--- config.mk ---
export PLATFORM = sky130hd
export DESIGN_NAME = fpwb
export DESIGN_NICKNAME = d
export VERILOG_FILES = /design/src/rtl/fp_pkg.sv /design/src/rtl/fpwb_fifo.sv /design/src/rtl/fpwb.sv
export SDC_FILE = /design/constraint.sdc
export NUM_CORES = 1
export LEC_CHECK = 0
export ABC_AREA = 1
export ABC_CLOCK_PERIOD_IN_PS = 3700
export CORE_UTILIZATION = 55
export CTS_CLUSTER_DIAMETER = 80
export DETAILED_ROUTE_END_ITERATION = 12
export PLACE_DENSITY_LB_ADDON = 0.1
export SYNTH_ARGS = -nofsm -noshare
export SYNTH_HDL_FRONTEND = slang
export SYNTH_SLANG_ARGS = --single-unit
--- constraint.sdc ---
create_clock -name __clk -period 3.7 [get_ports __clk]
set_input_delay 0.555 -clock __clk [delete_from_list [all_inputs] [get_ports __clk]]
set_output_delay 0.555 -clock __clk [all_outputs]
set_load 0.02 [all_outputs]
--- src/rtl/fp_pkg.sv ---
// Shared definitions for the FP write-back collector: register selects,
// FSM states and the buffered {sel,data} entry.
package fp_pkg;

  localparam logic [1:0] SEL_NONE = 2'b00;
  localparam logic [1:0] SEL_R1   = 2'b01;
  localparam logic [1:0] SEL_R2   = 2'b10;
  localparam logic [1:0] SEL_R3   = 2'b11;

  typedef enum logic [1:0] {
    ST_IDLE  = 2'd0,
    ST_RUN   = 2'd1,
    ST_DRAIN = 2'd2,
    ST_DONE  = 2'd3
  } state_t;

  typedef struct packed {
    logic [1:0]  sel;
    logic [0:15] data;
  } wb_entry_t;

  function automatic logic sel_is_reg(input logic [1:0] sel);
    return (sel == SEL_R1) || (sel == SEL_R2) || (sel == SEL_R3);
  endfunction

endpackage

--- src/rtl/fpwb_fifo.sv ---
// Write-back FIFO; a push into a full FIFO is accepted when a pop frees a slot
// in the same cycle.
module fpwb_fifo
  import fp_pkg::*;
#(
  parameter int DEPTH = 4
) (
  input  logic      clk,
  input  logic      rst_n,
  input  logic      i_push,
  input  wb_entry_t i_din,
  input  logic      i_pop,
  output wb_entry_t o_head,
  output logic      o_full,
  output logic      o_empty
);

  localparam int AW = $clog2(DEPTH);

  logic [AW:0] r_wptr;
  logic [AW:0] r_rptr;
  wb_entry_t   r_mem [DEPTH];
  logic        w_do_push;
  logic        w_do_pop;

  // Pointers carry one extra wrap bit to tell full from empty.
  assign o_empty   = (r_wptr == r_rptr);
  assign o_full    = (r_wptr[AW] != r_rptr[AW]) && (r_wptr[AW-1:0] == r_rptr[AW-1:0]);
  assign w_do_pop  = i_pop & ~o_empty;
  assign w_do_push = i_push & (~o_full | w_do_pop);
  assign o_head    = r_mem[r_rptr[AW-1:0]];

  always_ff @(posedge clk or negedge rst_n) begin
    if (!rst_n) begin
      r_wptr <= '0;
      r_rptr <= '0;
    end else begin
      if (w_do_push) r_wptr <= r_wptr + (AW+1)'(1);
      if (w_do_pop)  r_rptr <= r_rptr + (AW+1)'(1);
    end
  end

  always_ff @(posedge clk) begin
    if (w_do_push) r_mem[r_wptr[AW-1:0]] <= i_din;
  end

endmodule

--- src/rtl/fpwb.sv ---
// FP write-back collector: edge-detects AWP strobes, buffers results for
// r1..r3, latches flags and interrupts, and reports instruction completion.
module fpwb
  import fp_pkg::*;
#(
  parameter int DEPTH = 4
) (
  input  logic        __clk,
  input  logic        clr_,
  input  logic [0:15] zp,
  input  logic        s_fp_,
  input  logic        lpa,
  input  logic        lpb,
  input  logic        ustr0_fp_,
  input  logic        fi0_,
  input  logic        fi1_,
  input  logic        fi2_,
  input  logic        fi3_,
  input  logic        ekc_fp_,
  input  logic        rf_rdy,
  input  logic [0:3]  irq_ack,
  input  logic        done_ack,
  output logic        rf_we,
  output logic [0:1]  rf_a,
  output logic [0:15] rf_d,
  output logic        flags_we,
  output logic [0:3]  flags,
  output logic [0:3]  irq_pend,
  output logic        fp_done,
  output logic        ovf
);

  localparam int SB_SFP  = 0;
  localparam int SB_USTR = 1;
  localparam int SB_EKC  = 6;

  logic [0:6]  w_strb;
  logic [0:6]  r_strb_cur;
  logic [0:6]  r_strb_prev;
  logic [0:6]  w_ev;
  logic [0:3]  w_fi_ev;
  logic        r_armed;
  logic [0:15] r_zp;
  logic [1:0]  r_sel;

  logic        w_push;
  logic        w_pop;
  logic        w_full;
  logic        w_empty;
  wb_entry_t   w_din;
  wb_entry_t   w_head;

  logic [0:3]  r_flags;
  logic        r_flags_we;
  logic [0:3]  r_irq;
  logic        r_ovf;

  state_t      r_state;
  state_t      w_state_nxt;

  assign w_strb = {s_fp_, ustr0_fp_, fi0_, fi1_, fi2_, fi3_, ekc_fp_};

  // The first edge after reset loads both history stages with the live level,
  // so a strobe held low across reset release never looks like a new edge.
  always_ff @(posedge __clk or negedge clr_) begin
    if (!clr_) begin
      r_strb_cur  <= '1;
      r_strb_prev <= '1;
      r_armed     <= 1'b0;
      r_zp        <= '0;
      r_sel       <= SEL_NONE;
    end else begin
      r_strb_cur  <= w_strb;
      r_strb_prev <= r_armed ? r_strb_cur : w_strb;
      r_armed     <= 1'b1;
      r_zp        <= zp;
      r_sel       <= {lpb, lpa};
    end
  end

  assign w_ev    = r_strb_prev & ~r_strb_cur;
  assign w_fi_ev = w_ev[2:5];

  assign w_push     = w_ev[SB_SFP] & sel_is_reg(r_sel);
  assign w_din.sel  = r_sel;
  assign w_din.data = r_zp;
  assign w_pop      = ~w_empty & rf_rdy;

  fpwb_fifo #(
    .DEPTH (DEPTH)
  ) u_fifo (
    .clk     (__clk),
    .rst_n   (clr_),
    .i_push  (w_push),
    .i_din   (w_din),
    .i_pop   (w_pop),
    .o_head  (w_head),
    .o_full  (w_full),
    .o_empty (w_empty)
  );

  // A push while already DONE is still buffered but flagged as a protocol error.
  always_ff @(posedge __clk or negedge clr_) begin
    if (!clr_) begin
      r_flags    <= '0;
      r_flags_we <= 1'b0;
      r_irq      <= '0;
      r_ovf      <= 1'b0;
    end else begin
      r_flags_we <= w_ev[SB_USTR];
      if (w_ev[SB_USTR]) r_flags <= r_zp[0:3];
      r_irq <= w_fi_ev | (r_irq & ~irq_ack);
      if ((w_push & w_full & ~w_pop) | (w_push & (r_state == ST_DONE))) r_ovf <= 1'b1;
    end
  end

  always_ff @(posedge __clk or negedge clr_) begin
    if (!clr_) r_state <= ST_IDLE;
    else       r_state <= w_state_nxt;
  end

  always_comb begin
    w_state_nxt = r_state;
    case (r_state)
      ST_IDLE: begin
        if (w_ev[SB_EKC])                        w_state_nxt = ST_DRAIN;
        else if (w_ev[SB_SFP] | w_ev[SB_USTR])   w_state_nxt = ST_RUN;
      end
      ST_RUN: begin
        if (w_ev[SB_EKC]) w_state_nxt = ST_DRAIN;
      end
      ST_DRAIN: begin
        if (w_empty & ~w_push) w_state_nxt = ST_DONE;
      end
      ST_DONE: begin
        if (done_ack) w_state_nxt = ST_IDLE;
      end
      default: w_state_nxt = ST_IDLE;
    endcase
  end

  assign rf_we    = ~w_empty;
  assign rf_a     = w_empty ? 2'b00 : w_head.sel;
  assign rf_d     = w_empty ? 16'h0000 : w_head.data;
  assign flags_we = r_flags_we;
  assign flags    = r_flags;
  assign irq_pend = r_irq;
  assign fp_done  = (r_state == ST_DONE);
  assign ovf      = r_ovf;

endmodule

; Word level (Yosys, flattened, before mapping)
; Memory sizes are Yosys's and may differ from the RTL's.
; Index checks and enable logic that the tools add are counted.
[totals]
ff_bits = 51
latch_bits = 0
ramBits = 72
romBits = 0
inputBits = 33
word_cells = 64
n_memories = 1
[memory_table]
columns = memory, depth, width, read_ports, rd_clocked_by_memory_dff, write_ports, line_no
row1 = u_fifo.r_mem, 4, 18, 1, 0, 1, fpwb_fifo.sv:22  ; wb_entry_t r_mem [DEPTH];
[classes]
n_addsub = 2
n_mul = 0
div = 0
n_lt_le_gt_ge = 0
n_eq_ne = 13
shifts = 0
muxes = 11
bitwise = 20
reduce_logical = 5
[op_table]
columns = operator, count
row1 = 16-bit two-way mux, 1
row2 = 2-bit two-way mux, 6
row3 = 1-bit bitwise AND, 8
row4 = "2-bit == test, second input constant", 4
row5 = 2-bit case mux with 4 select lines, 1
row6 = 7-bit bitwise AND, 1
row7 = 7-bit two-way mux, 1
row8 = 7-bit inverter, 1
row9 = "3-bit by 1-bit adder with 3-bit output, second input constant", 2
row10 = "2-bit inequality test, second input constant", 3
row11 = 4-bit bitwise AND, 1
row12 = "2-bit by 1-bit == test with 1-bit output, second input constant", 2
row13 = 1-bit inverter, 4
row14 = 4-bit inverter, 1
row15 = 4-bit OR, 1
row16 = 4-bit AND reduction, 1
row17 = 3-bit == test, 1
row18 = "3-bit inequality test, second input constant", 1
row19 = 1-bit OR, 3
row20 = 2-bit == test, 1
row21 = 2-bit logical NOT, 1
row22 = 1-bit logical OR, 2
row23 = 1-bit two-way mux, 2
row24 = 1-bit logical AND, 1
row25 = 1-bit inequality test, 1

; Depth between registers and ports, before layout
; Gate-level depths: netlist (run 1).
[logic_depth]
word_depth = 8
depth_mapped = 8
depth_no_buf = 8

; Hierarchy
; Synthesis (run 1) repeated with hierarchy kept, for this count alone.
[unflattened]
hier_cells = 400
area_unflattened_um2 = 4875.9
[modules_own_cells]
columns = module, n_inst, cells_each, area_each_um2, seq_area_each_um2
row1 = fpwb_fifo, 1, 234, 3121.7, 2312.2
row2 = fpwb, 1, 166, 1754.2, 1143.6

; Worst setup path after synthesis (run 1)
; OpenSTA, ideal clock, no wires.
[synth_timing]
path_type = reg2reg
startpoint = reg u_fifo.r_wptr[0]
endpoint = mem u_fifo.r_mem[0][0] in the netlist's numbering (enable)
setup_ns = 0.393
arrival_time_ns = 1.693
required_ns = 3.307
slack_ns = 1.614
path_stages_with_launch = 8
n_path_buf = 0
synth_period_minus_slack_ns = 2.086
cell_sequence = dfrtp_1 > inv_2 > nand2_1 > nand2_1 > and2_4 > nand2_2 > nand2_4 > nor2_1
[synth_between]
elab_chain_len = 8
word_cells_on_any_way = 11
cone_classes = eq/ne (2) / mux (2) / bitwise (6) / reduce/logical (1)
[synth_lines]
columns = item, line_no
row1 = "start, declared", fpwb_fifo.sv:20  ; logic [AW:0] r_wptr;
row2 = "start signal, assigned", fpwb_fifo.sv:38  ; if (w_do_push) r_wptr <= r_wptr + (AW+1)'(1);
row3 = 3-bit == test, fpwb_fifo.sv:27  ; assign o_empty = (r_wptr == r_rptr);
row4 = 1-bit inverter, "fpwb_fifo.sv:29, fpwb.sv:87"
row5 = 1-bit bitwise AND, fpwb.sv:87  ; assign w_pop = ~w_empty & rf_rdy;
row6 = 1-bit bitwise AND, fpwb_fifo.sv:29  ; assign w_do_pop = i_pop & ~o_empty;
row7 = 1-bit OR, fpwb_fifo.sv:30  ; assign w_do_push = i_push & (~o_full | w_do_pop);
row8 = 1-bit bitwise AND, fpwb_fifo.sv:30
row9 = 1-bit two-way mux, fpwb_fifo.sv:44  ; if (w_do_push) r_mem[r_wptr[AW-1:0]] <= i_din;
row10 = 1-bit two-way mux (implied by the code), fpwb_fifo.sv:44
row11 = "end, declared", fpwb_fifo.sv:22
; Several ways; a longest one is shown, not always the timed one.

; Worst setup path in the final report (run 1)
[layout_timing]
startpoint = reg u_fifo.r_rptr[0]
endpoint = out rf_d[1] in the netlist's numbering
[layout_between]
elab_chain_len = 2
word_cells_on_any_way = 3
cone_classes = eq/ne (1) / mux (1) / memory (1)
[layout_lines]
columns = item, line_no
row1 = "start, declared", fpwb_fifo.sv:21  ; logic [AW:0] r_rptr;
row2 = "start signal, assigned", fpwb_fifo.sv:39  ; if (w_do_pop) r_rptr <= r_rptr + (AW+1)'(1);
row3 = memory read 4 x 18 bit / 3-bit == test (equally long branches), n/a
row4 = 16-bit two-way mux (*), fpwb.sv:144  ; assign rf_d = w_empty ? 16'h0000 : w_head.data;
row5 = "end, declared", fpwb.sv:25  ; output logic [0:15] rf_d,
; Mark *: on every way between the ends. The rest lies on a longest branch, timed or not.

==> results of run 1 <==
[placed cells by master (no fill, tap or decap), drive strengths merged]
master / n
nand4: 1
mux2: 4
nor2: 64
o21ai: 21
o22ai: 4
clkinv: 7
ha: 10
buf: 9
conb: 1
o21a: 1
o32ai: 18
dfstp: 14
nand2: 62
dfrtp: 37
nand3: 8
clkbuf: 19
inv: 48
and2: 1
bufinv: 4
xnor2: 3
clkinvlp: 2
clkdlybuf4s50: 61
o21bai: 1
a21oi: 5
edfxtp: 72
[critical path, delay by kind of cell, from the launching register on]
kind,cells,cell delay (ns)
simple gates,5,0.67
buf+inv,3,0.97
flops,1,0.34
[registers in the layout, summed over array words and instances (netlist names)]
| signal | flops |
|---|---|
| flags | 4 |
| flags_we | 1 |
| irq_pend | 4 |
| ovf | 1 |
| r_armed | 1 |
| r_sel | 2 |
| r_state | 2 |
| r_strb_cur | 7 |
| r_strb_prev | 7 |
| r_zp | 16 |
| u_fifo.r_mem | 72 |
| u_fifo.r_rptr | 3 |
| u_fifo.r_wptr | 3 |
[final timing paths]
check	to	slack, ns	cells after the start
min reg2reg	r_strb_prev[1]$_DFF_PN1_	0.48	2
max	rf_d[1]	0.64	8
min	irq_pend[0]$_DFF_PN0_	0.09	1
max in group asynchronous	r_strb_prev[6]$_DFF_PN1_	2.80	2
min in group __clk	r_strb_prev[1]$_DFF_PN1_	0.48	2
max reg2reg	u_fifo.r_mem[2][9]$_DFFE_PP_	1.40	7
[area by class of cell]
| cell class | instances | share of cell area, % |
|---|---|---|
| clock inverter | 13 | 2.814 |
| tap | 108 | 2.156 |
| multi-input combinational | 204 | 19.52 |
| clock buffer | 19 | 6.727 |
| inverter | 48 | 2.874 |
| timing repair buffer | 70 | 10.78 |
| sequential | 123 | 55.13 |
[cells by family (layout without fill, tap and decap cells)]
group,Yosys count,after routing,share of synthesized area [%]
flip-flops,123,123,69.31
other,1,1,0.07521
XOR/XNOR,3,3,0.5271
adder cells (fa/ha/maj),10,10,2.509
multiplexers,4,4,0.9033
AO/OA/AOI/OAI,50,50,8.306
AND/OR/NAND/NOR,136,136,12.02
buffers and inverters,63,150,6.349
[power groups by stage]
| stage | combinational, uW | clock (uW) | sequential [uW] |
|---|---|---|---|
| after global placement | 1850 | 0 | 1730 |
| after CTS | 1900 | 1660 | 1710 |
| after global routing | 2060 | 1730 | 1730 |
| after detailed placement | 1890 | 0 | 1730 |
| final | 1880 | 1640 | 1710 |
| after floorplan | 1310 | 0 | 1740 |
[metal layers]
layer  up-vias  wire (microns)  track usage [%]
met5         -               0                0
met4         0             153            9.955
met3        17             409            4.101
met2        77            4390            34.40
met1      1467            3757            25.35
li1       1450               -                -
[per-stage QoR]
step | total power, uW | instances | util, %
6_report | 5227 | 585 | 71.53
5_1_grt | 5518 | 585 | 71.53
4_1_cts | 5274 | 585 | 71.53
3_5_place_dp | 3619 | 553 | 64.71
3_3_place_gp | 3578 | 553 | 64.71
2_1_floorplan | 3050 | 390 | -
==> summary.md, run 1 <==
The run finished with clean final reports. Clock-pin slew on the worst setup and hold paths: 0.06 ns. In this run the worst path has a maximum fanout of 39. By startpoint and endpoint, the worst setup path is classified as reg2out. Cell type contributing the most total cell area after synthesis: sky130_fd_sc_hd__edfxtp_1. The first global-routing pass estimated 14590 microns of wire. The tightest hold path in the finished design has a slack of 0.08617 ns.

Dividing total power by cell area gives a power density of 833.8 nW/um^2. The largest individual stage delay along the critical path comes from the cell sky130_fd_sc_hd__clkdlybuf4s50_1. The run gives 0.002581 uW as the total leakage power. Dividing the detail-routed wire length by the instance count gives 14.89 microns. The tools report the clock tree root driver cell as sky130_fd_sc_hd__clkbuf_8.

For the core region area, the log shows 8763 sq um. The number of inserted diodes came out at 0. The cell-internal power was 3494 uW; the worst-case headroom to the max-slew limit was 55.10%. The floorplan die area is 9450 sq um, and the width of the die is 97.21 microns. The clock tree synthesis step divided the H-tree into 4 levels.

For this run, design rule violations remaining after detail routing come to 0. The violation count after the first detailed-route iteration is 138, and the via density per instance is 5.147. The run gives 5670 sq um as the placed cell area. Ranked by total cell area, the synthesized netlist is headed by sky130_fd_sc_hd__edfxtp_1, sky130_fd_sc_hd__dfrtp_1, sky130_fd_sc_hd__dfstp_2.

The logs give 69.31% for the proportion of synthesized chip area in sequential cells and 56.90% for the initial standard-cell utilization of the core. The synthesized area per cell is 12.78 sq um, and the residual antenna-violating net count after detailed routing is 0. Counting stages on the worst path, the most repeated cell is sky130_fd_sc_hd__nand2_1. The remaining global-route overflow came out at 0. For this block, the via count after detailed routing is 3011. Critical path capture point type: a primary output. In this run, synthesis inferred 72 flip-flops with an integrated enable.

STA classifies the critical path startpoint as a register. The die is 97.21 microns tall. Timing analysis after detailed placement gives a worst setup slack of 1.161 ns. The data required time of the worst path was 3.14 ns; the data arrival time of the critical path was 2.50 ns. The net switching share of the total power was 33.15%. The share of total power in combinational logic is 35.9%, and the async set or reset register ratio after synthesis is 41.46%. Clock tree synthesis inserted a total of 17 buffers. Summing all multi-input logic gate instances after layout gives 1224 sq um. The via count of the first global-routing pass was 3044; the max-cap check violation count was 0.

The estimated wirelength of the detail-placed design came out at 5334 microns. The synthesized design contains 123 register bits. The logs give 8711 microns for the total wirelength of the detailed-routed design and 390 for the number of instances in the synthesized netlist. The sequential share of power is 32.7%, and the number of synthesis warnings is 0.

The worst-case IR drop observed on VDD is 472.1 uV. Buffers placed on the I/O ports in this run total 62. In the post-synthesis netlist, the cell with the most instances is sky130_fd_sc_hd__edfxtp_1. For this design the total switching power over the nets is 1733 uW. The netlist area before placement is 4986 sq um, and the area share of the leading cell type in the synthesized netlist is 43.36%.

The post-route netlist has 19.71% of its cells at a drive strength greater than 1. In this run the post-CTS setup repair buffer count came out at 0. Traced cell by cell, the critical path runs through buf_4 > nand2_1 > nand2_1 > and2_4 > nand2_8 > nand2_1 > inv_1 > clkdlybuf4s50_1.

The cell row count came out at 34. The critical path starts at u_fifo.r_rptr[0]$_DFFE_PN0P_. The delay of the slowest cell on the worst path works out to 0.53 ns. The classification of the worst-slack hold path is in2async.

The netlist uses 33 different library cells. Setup violations remaining at the end of the flow were counted as 0. Setup repair after global routing left no endpoint under its margin. The tools report the sink count of the clock tree as 123. The final worst-path cycle share is 82.68%.

Of the total power, the clock network draws 31.4%. Length of the first detailed-routing pass in iterations: 4. Counting I/O delays and the setup requirement, the final critical path takes 3.059 ns. Static timing analysis puts the maximum clock frequency at 0.3269 GHz. The slack of the critical path is 0.6408 ns, and the sequential cell area in the final layout is 3456 sq um. The largest buffer count on any clock path was 2; the number of antenna violations at the first check in global routing was 0. TritonCTS built the clock tree.

The number of nets in the synthesized netlist is 433. The final standard cell area without fillers is 6269 sq um. For the total number of nets in the final design, the log shows 507. The number of fillers in the final layout is 613, and the total global-route track usage is 20.41%. Gates resized during post-CTS repair numbered 0. By count the netlist is led by sky130_fd_sc_hd__edfxtp_1, sky130_fd_sc_hd__nand2_1, sky130_fd_sc_hd__nor2_1. Buffers inserted to repair hold after CTS numbered 0. The summed negative setup slack over all endpoints is 0 ns. The clock reaches the later pin of the worst-skew pair after 0.50 ns. The slew at the pin closest to its max-slew limit is 0.6735 ns, and the area added between synthesis and finish is 25.72%. Among all flip-flop cells after synthesis, the most frequent one is sky130_fd_sc_hd__edfxtp_1. The logs give 63 for the count of pins on the block boundary and 0.8287 for the final estimated routing congestion in global placement. The post-route clock skew was 0.005928 ns; the hold violation count in the final report was 0. The number of max-slew violations in the final report is 0. In this run the critical register-to-register path is launched from u_fifo.r_rptr[1]$_DFFE_PN0P_. Entering global routing, the biggest net connects 40 pins.
Power figures use the tool's default switching activity.
==> inputs of run 2 (changes only) <==
- ABC_CLOCK_PERIOD_IN_PS: 3700 -> 2500
- CORE_UTILIZATION: 55 -> 50
- clock period: 3.7 -> 2.5 ns (I/O delays scaled with it)
==> summary.md, run 2 (synthesized netlist as in run 1, its figures left out) <==
The slew at the pin closest to its max-slew limit was 0.6435 ns (-0.03001 ns). Number of buffers created by CTS: 17 (unchanged). The critical path in this run is classified as reg2out. The number of standard cells in the layout, taps in and fillers out is 617 (+5.5%). Library cell appearing most often on the critical path: sky130_fd_sc_hd__nand2_1. The overall power of the completed layout came out at 7741 uW (+48%).

In the layout the commonest cells are sky130_fd_sc_hd__edfxtp_1, sky130_fd_sc_hd__nand2_1, sky130_fd_sc_hd__nor2_1. The estimated wirelength of the detail-placed design is 5581 microns (+4.6%). The largest net degree at the start of global routing was 31 (-23%); the global routing met2 resource utilization was 32.33% (-2.1 points). The number of cells in the design after placement was 582 (+5.2%). The number of antenna violations at the first check in global routing was 0 (unchanged). The maximum fanout along the worst path is 22 (-44%).

Via count of the first global-routing pass: 2969 (-2.5%). The tools report the initial standard-cell utilization of the core as 51.25% (-5.6 points). The run gives 0.51 ns (about the same) as the worst-skew pair later-pin latency. The run gives 6 (+2) as the length of the first detailed-routing pass in iterations. The path class of the tightest hold or removal check is in2reg. Total number of nets in the final design: 514 (+1.4%).

The summed negative setup slack over all endpoints is 0 ns (unchanged), and the maximum vdd ir drop is 627.6 uV (+33%). The utilization after layout came out at 65.78% (-5.8 points). Cell count of the worst reg-to-reg path: 8 (+1).

Static timing analysis puts the maximum clock frequency at 0.4176 GHz. The flow ran to the end, and the final reports show no timing, DRC or antenna violations. The logs give 4 (unchanged) for the total number of H-tree levels and 14570 microns (about the same) for the wire length of the first global-routing pass. The number of failing setup endpoints in the final timing report is 0 (unchanged), and the number of max-slew violations in the final report is 0 (unchanged). The number of instances on the worst hold path works out to 1. The sink count of the clock tree is 123 (unchanged). For the total wirelength of the detailed-routed design, the log shows 9011 microns (+3.4%). For the worst-case headroom to the max-slew limit, the log shows 57.10% (+2.0 points). The tools report the floorplan die area as 10380 sq um (+9.8%).

The clock-pin slew on the worst setup and hold paths works out to 0.05 ns (about the same). For the residual antenna-violating net count after detailed routing, the log shows 0 (unchanged). The most common cell after layout, fill and taps aside was sky130_fd_sc_hd__edfxtp_1.

The die extent in y works out to 101.9 microns (+4.8%). The worst setup path is captured at a primary output. The routed via count was 2992 (-0.63%); the area added between synthesis and finish was 28.36%.

The post-route DRC violation count was 0 (unchanged); the final worst-path cycle share was 95.78%. The signal on the critical path passes through buf_8 > nand2_1 > nand2_1 > and2_4 > nand2_8 > nand2_1 > inv_1 > dlygate4sd2_1. The run gives 0.008339 ns (+0.002411 ns) as the post-route clock skew. The total leakage power is 0.002661 uW (+3.1%). The total global-route track usage was 19.83% (-0.58 points).

The areal power density over the cells is 1210 nW/um^2 (+45%), and the via density per instance is 4.849 (-5.8%). The largest buffer count on any clock path was 2 (unchanged). Setup repair after global routing could not meet its margin everywhere.

The routing usage on met1 is 24.77% (-0.59 points). The data required time of the worst path came out at 2.12 ns (-1.02 ns). The width of the die was 101.9 microns (+4.8%); the data arrival time of the critical path was 2.02 ns (-0.48 ns).

The count of pins on the block boundary was 63 (unchanged); the remaining global-route overflow was 0 (unchanged). TritonCTS built the clock tree. The hold violation count in the final report was 0 (unchanged). Number of inserted diodes: 0 (unchanged). The cell sitting at the root of the clock tree is a sky130_fd_sc_hd__clkbuf_8. Layout cell share with drive strength beyond 1: 20.45% (+0.75 points). The register-to-register setup slack is 0.68 ns (-0.72 ns). The number of buffer cells added on primary ports was 62 (unchanged). The run gives 9729 sq um (+11%) as the core region area. The max-cap check violation count came out at 0 (unchanged). The layer flagged by global routing as most heavily used is met2.

Flip-flop count of the largest register, all copies and words added: 72 (unchanged). The delay of the slowest cell on the worst path was 0.43 ns (-0.10 ns); the global-route track usage on met3 was 5.540% (+1.4 points). The violation count after the first detailed-route iteration is 119 (-14%).

The setup slack at placement is 0.2864 ns (-0.8743 ns). The final estimated routing congestion in global placement was 0.8158 (-1.6%); the wire length per cell was 14.60 microns (-1.9%). The slack of the critical path came out at 0.1055 ns (-0.5353 ns). The worst setup path is launched from a register.

The logs give 764 (+25%) for the number of fillers in the final layout and 36 (+5.9%) for the cell row count. The minimum clock period after layout is 2.394 ns. The worst-path cell with the longest stage delay was sky130_fd_sc_hd__dfrtp_1.
-- run 2: changes by cell type in the layout (fill, tap and decap cells not counted), moves of 2 or more --
cell	delta
sky130_fd_sc_hd__buf_12	+4
sky130_fd_sc_hd__buf_6	+2
sky130_fd_sc_hd__clkbuf_1	+4
sky130_fd_sc_hd__clkdlybuf4s15_1	+8
sky130_fd_sc_hd__clkdlybuf4s50_1	-19
sky130_fd_sc_hd__clkinv_4	-2
sky130_fd_sc_hd__dlygate4sd2_1	+11
-- run 2: what timing repair did --
action | in CTS | in global routing
pin swaps | 0 | 0
setup buffers | 0 | 2
gates resized for setup | 21 | 15
endpoints found under the hold margin | 20 | 0
hold buffers | 1 | 0
setup endpoints to repair | 19 | 18
-- run 2: report_power, final --
part	internal, uW	leakage (uW)	switching (uW)
logic	1140	0.00114	1630
registers	2400	0.00124	160
clock network	1610	0.000284	800
total	5150	0.00266	2590
-- run 2: worst max-delay path: cells and delay by family, from the launching register on --
kind                   cells  cell delay [ns]
buffers and inverters      3             0.52
DFF                        1             0.43
and+or+nand+nor            5             0.56
-- run 2: final timing paths --
path,from,to
worst max-delay path,u_fifo.r_rptr[0]$_DFFE_PN0P_,rf_a[0]
worst min-delay path,fi0_,r_strb_cur[2]$_DFF_PN1_
worst max register to register,u_fifo.r_rptr[0]$_DFFE_PN0P_,u_fifo.r_mem[3][7]$_DFFE_PP_
worst min register to register,r_strb_cur[1]$_DFF_PN1_,r_strb_prev[1]$_DFF_PN1_
max in group asynchronous,clr_,r_strb_prev[4]$_DFF_PN1_
min in group asynchronous,clr_,r_zp[6]$_DFF_PN0_
-- run 2: routing by layer --
layer / up-vias / wire length (microns)
met3: 10 / 393
met1: 1440 / 3984
met4: 0 / 90
li1: 1477 / -
met5: - / 0
met2: 65 / 4542
-- run 2: metrics by stage --
step,hold WS [ns],area [sq um]
detailed placement,0.4492,5757
CTS,0.2728,6335
floorplan,0.07941,4986
global placement,0.4448,5757
finish,0.2956,6400
global route,0.2760,6400
-- run 2: cell type report --
cell class | count | area, sq um | share of cell area (%)
tap | 133 | 166.4 | 2.600
timing repair buffer | 77 | 782.0 | 12.22
inverter | 48 | 180.2 | 2.815
clock inverter | 9 | 147.6 | 2.307
multi-input combinational | 204 | 1231 | 19.24
clock buffer | 23 | 436.7 | 6.823
sequential | 123 | 3456 | 54.00
==> inputs of run 3 (changes only) <==
- ABC_CLOCK_PERIOD_IN_PS: 2500 -> 2200
- clock period: 2.5 -> 2.2 ns (I/O delays scaled with it)
==> summary.md, run 3 (synthesized netlist as in run 1, its figures left out) <==
The layout cell share with drive strength beyond 1 was 35.59% (+15 points); the total number of H-tree levels was 4 (unchanged). Sequential cell area in the final layout: 3457 sq um (about the same). Number of fillers in the final layout: 746 (-2.4%).

The number of failing setup endpoints in the final timing report came out at 13 (+13). Maximum fanout along the worst path: 5 (-77%). The violation count after the first detailed-route iteration is 134 (+13%). The via count of the first global-routing pass is 2978 (+0.30%), and the post-route worst hold slack is 0.2483 ns (-0.04728 ns). The wire length per cell is 15.13 microns (+3.6%), and the remaining global-route overflow is 0 (unchanged). The worst-case headroom to the max-slew limit is 56.01% (-1.1 points), and the summed negative setup slack over all endpoints is -0.2489 ns (-0.2489 ns). The slew at the pin closest to its max-slew limit is 0.6599 ns (+0.01646 ns). The length of the first detailed-routing pass in iterations was 5 (-1). The core region area was 9729 sq um (unchanged). Floorplan die area: 10380 sq um (unchanged). The post-route DRC violation count was 0 (unchanged).

The clock-pin slew on the worst setup and hold paths was 0.06 ns (about the same); the width of the die was 101.9 microns (unchanged). The slack of the critical path is -0.03476 ns (-0.1403 ns). The setup slack at placement was 0.02343 ns (-0.2630 ns); the cell count of the worst reg-to-reg path was 10 (+2). Estimated wirelength of the detail-placed design: 5595 microns (+0.25%).

The areal power density over the cells was 1440 nW/um^2 (+19%); the die extent in y was 101.9 microns (unchanged). Number of buffer and inverter stages on the critical path: 5 (+2). The via density per instance is 4.838 (-0.23%). For the final standard cell area without fillers, the log shows 6675 sq um (+4.3%). For the max-cap check violation count, the log shows 0 (unchanged). The count of pins on the block boundary came out at 63 (unchanged). The routed metal-1 wirelength is 4274 microns (+7.3%), and the utilization after layout is 68.61% (+2.8 points). Setup repair after global routing could not meet its margin everywhere. The final worst-path cycle share is 101.6%, and the number of buffer cells added on primary ports is 62 (unchanged).

The worst-skew pair later-pin latency was 0.51 ns (about the same). In the layout the commonest cells are sky130_fd_sc_hd__edfxtp_1, sky130_fd_sc_hd__nor2_1, sky130_fd_sc_hd__clkdlybuf4s50_1. The run gives 20.67% (+0.83 points) as the total global-route track usage.

In this run the worst hold path is classified as in2reg. The flip-flop count of the largest register, all copies and words added was 72 (unchanged). The flow ran to the end, but the final reports show violations.

The run gives 0.009532 ns (+0.001192 ns) as the post-route clock skew. The delay of the slowest cell on the worst path is 0.44 ns (about the same), and the met2 wire length is 4898 microns (+7.8%). TritonCTS built the clock tree. The number of buffers created by CTS came out at 17 (unchanged).

By startpoint and endpoint, the worst setup path is classified as reg2out. The routed via count was 3077 (+2.8%). The number of inserted diodes is 0 (unchanged). Routed signal wires occupy layers up through met4. For the cell row count, the log shows 36 (unchanged). The total wirelength of the detailed-routed design came out at 9620 microns (+6.8%). The tree is rooted in a sky130_fd_sc_hd__clkbuf_8. The run gives 1.90 ns (-0.12 ns) as the data arrival time of the critical path. The minimum clock period after layout works out to 2.235 ns.

The worst-path cell with the longest stage delay is sky130_fd_sc_hd__dfrtp_2. The wire length on met3 is 345 microns (-12%), and the total leakage power is 0.002757 uW (+3.6%). Hold violation count in the final report: 0 (unchanged). Walking the worst path, the cells encountered are inv_2 > buf_6 > nand2_2 > nand2_2 > and2_4 > buf_6 > nand2_8 > nand2_2 > inv_1 > buf_2. Total number of nets in the final design: 533 (+3.7%). STA classifies the critical path endpoint as a primary output. The sink count of the clock tree is 123 (unchanged). The tools report the area taken by multi-input logic gates as 1344 sq um (+9.1%). Number of max-slew violations in the final report: 0 (unchanged). The library cell appearing most often on the critical path is sky130_fd_sc_hd__nand2_2.

The library cell used most frequently in the layout, excluding fill and tap cells, is sky130_fd_sc_hd__edfxtp_1. The worst setup path is launched from a register. The area added between synthesis and finish was 33.88%. The initial standard-cell utilization of the core was 51.25% (unchanged). The run gives 31 (unchanged) as the largest net degree at the start of global routing.

Static timing analysis puts the maximum clock frequency at 0.4475 GHz. The logic depth of the worst setup path including buffers works out to 10 (+2). The final reports fail on setup timing.

The number of instances on the worst hold path was 1 (unchanged). The number of antenna violations at the first check in global routing is 0 (unchanged). The data required time of the worst path is 1.87 ns (-0.25 ns). The residual antenna-violating net count after detailed routing was 0 (unchanged); the largest buffer count on any clock path was 2 (unchanged).

The final estimated routing congestion in global placement was 0.7791 (-4.5%); the placed cell area was 5839 sq um (+1.4%). The wire length of the first global-routing pass came out at 15280 microns (+4.9%). The critical path's top delay family is buffers and inverters.

The maximum vdd ir drop was 820.1 uV (+31%).
-- run 3: path summary, 6_finish.rpt --
path                                         startpoint                      endpoint  slack, ns
setup reg to reg           u_fifo.r_rptr[0]$_DFFE_PN0P_  u_fifo.r_mem[3][7]$_DFFE_PP_       0.19
max in group asynchronous                          clr_      r_strb_prev[4]$_DFF_PN1_       1.15
hold / removal                                     fi3_       r_strb_cur[5]$_DFF_PN1_       0.25
setup / recovery           u_fifo.r_rptr[0]$_DFFE_PN0P_                       rf_d[1]      -0.03
hold reg to reg                 r_strb_cur[1]$_DFF_PN1_      r_strb_prev[1]$_DFF_PN1_       0.48
min in group asynchronous                          clr_             r_zp[9]$_DFF_PN0_       0.37
-- run 3: final cells by class --
cell class | count | share of cell area [%]
Tap cell | 133 | 2.493
Multi-Input combinational cell | 206 | 20.13
Sequential cell | 123 | 51.79
Clock buffer | 17 | 6.204
Inverter | 48 | 2.699
Timing Repair Buffer | 94 | 14.55
Clock inverter | 15 | 2.137
-- run 3: metrics by stage --
stage	std cells	power (uW)
after floorplan	390	5129
after global placement	588	6241
after detailed placement	588	6309
after CTS	631	9071
after global routing	636	10170
final	636	9611
-- run 3: worst register-to-register path, cell delays in order, from the launching register on --
cell                      delay (ns)
sky130_fd_sc_hd__dfrtp_2        0.44
sky130_fd_sc_hd__buf_6          0.15
sky130_fd_sc_hd__nand2_1        0.08
sky130_fd_sc_hd__nand2_2        0.05
sky130_fd_sc_hd__and2_4         0.19
sky130_fd_sc_hd__buf_6          0.14
sky130_fd_sc_hd__buf_4          0.13
sky130_fd_sc_hd__nand2_2        0.09
sky130_fd_sc_hd__nand2_4        0.10
sky130_fd_sc_hd__nor2_2         0.11
sky130_fd_sc_hd__buf_4          0.24
-- run 3: timing repair --
item	in CTS	in global routing
endpoints found under the setup margin	19	20
gates cloned	3	0
pin swaps	2	13
hold buffers	1	0
setup buffers	8	5
resized for setup	87	70
hold endpoints to repair	20	0
-- run 3: power by group --
group	internal (uW)	total, uW	leakage (uW)	switching [uW]
clock	1520	2560	0.000263	1040
combinational	1900	4150	0.00125	2250
sequential	2730	2900	0.00124	176
-- run 3: routing by layer --
| layer | global-route usage [%] | vias to the layer above |
|---|---|---|
| met1 | 27.34 | 1484 |
| li1 | - | 1513 |
| met2 | 33.06 | 68 |
| met4 | 7.912 | 0 |
| met5 | 0 | - |
| met3 | 5.472 | 12 |
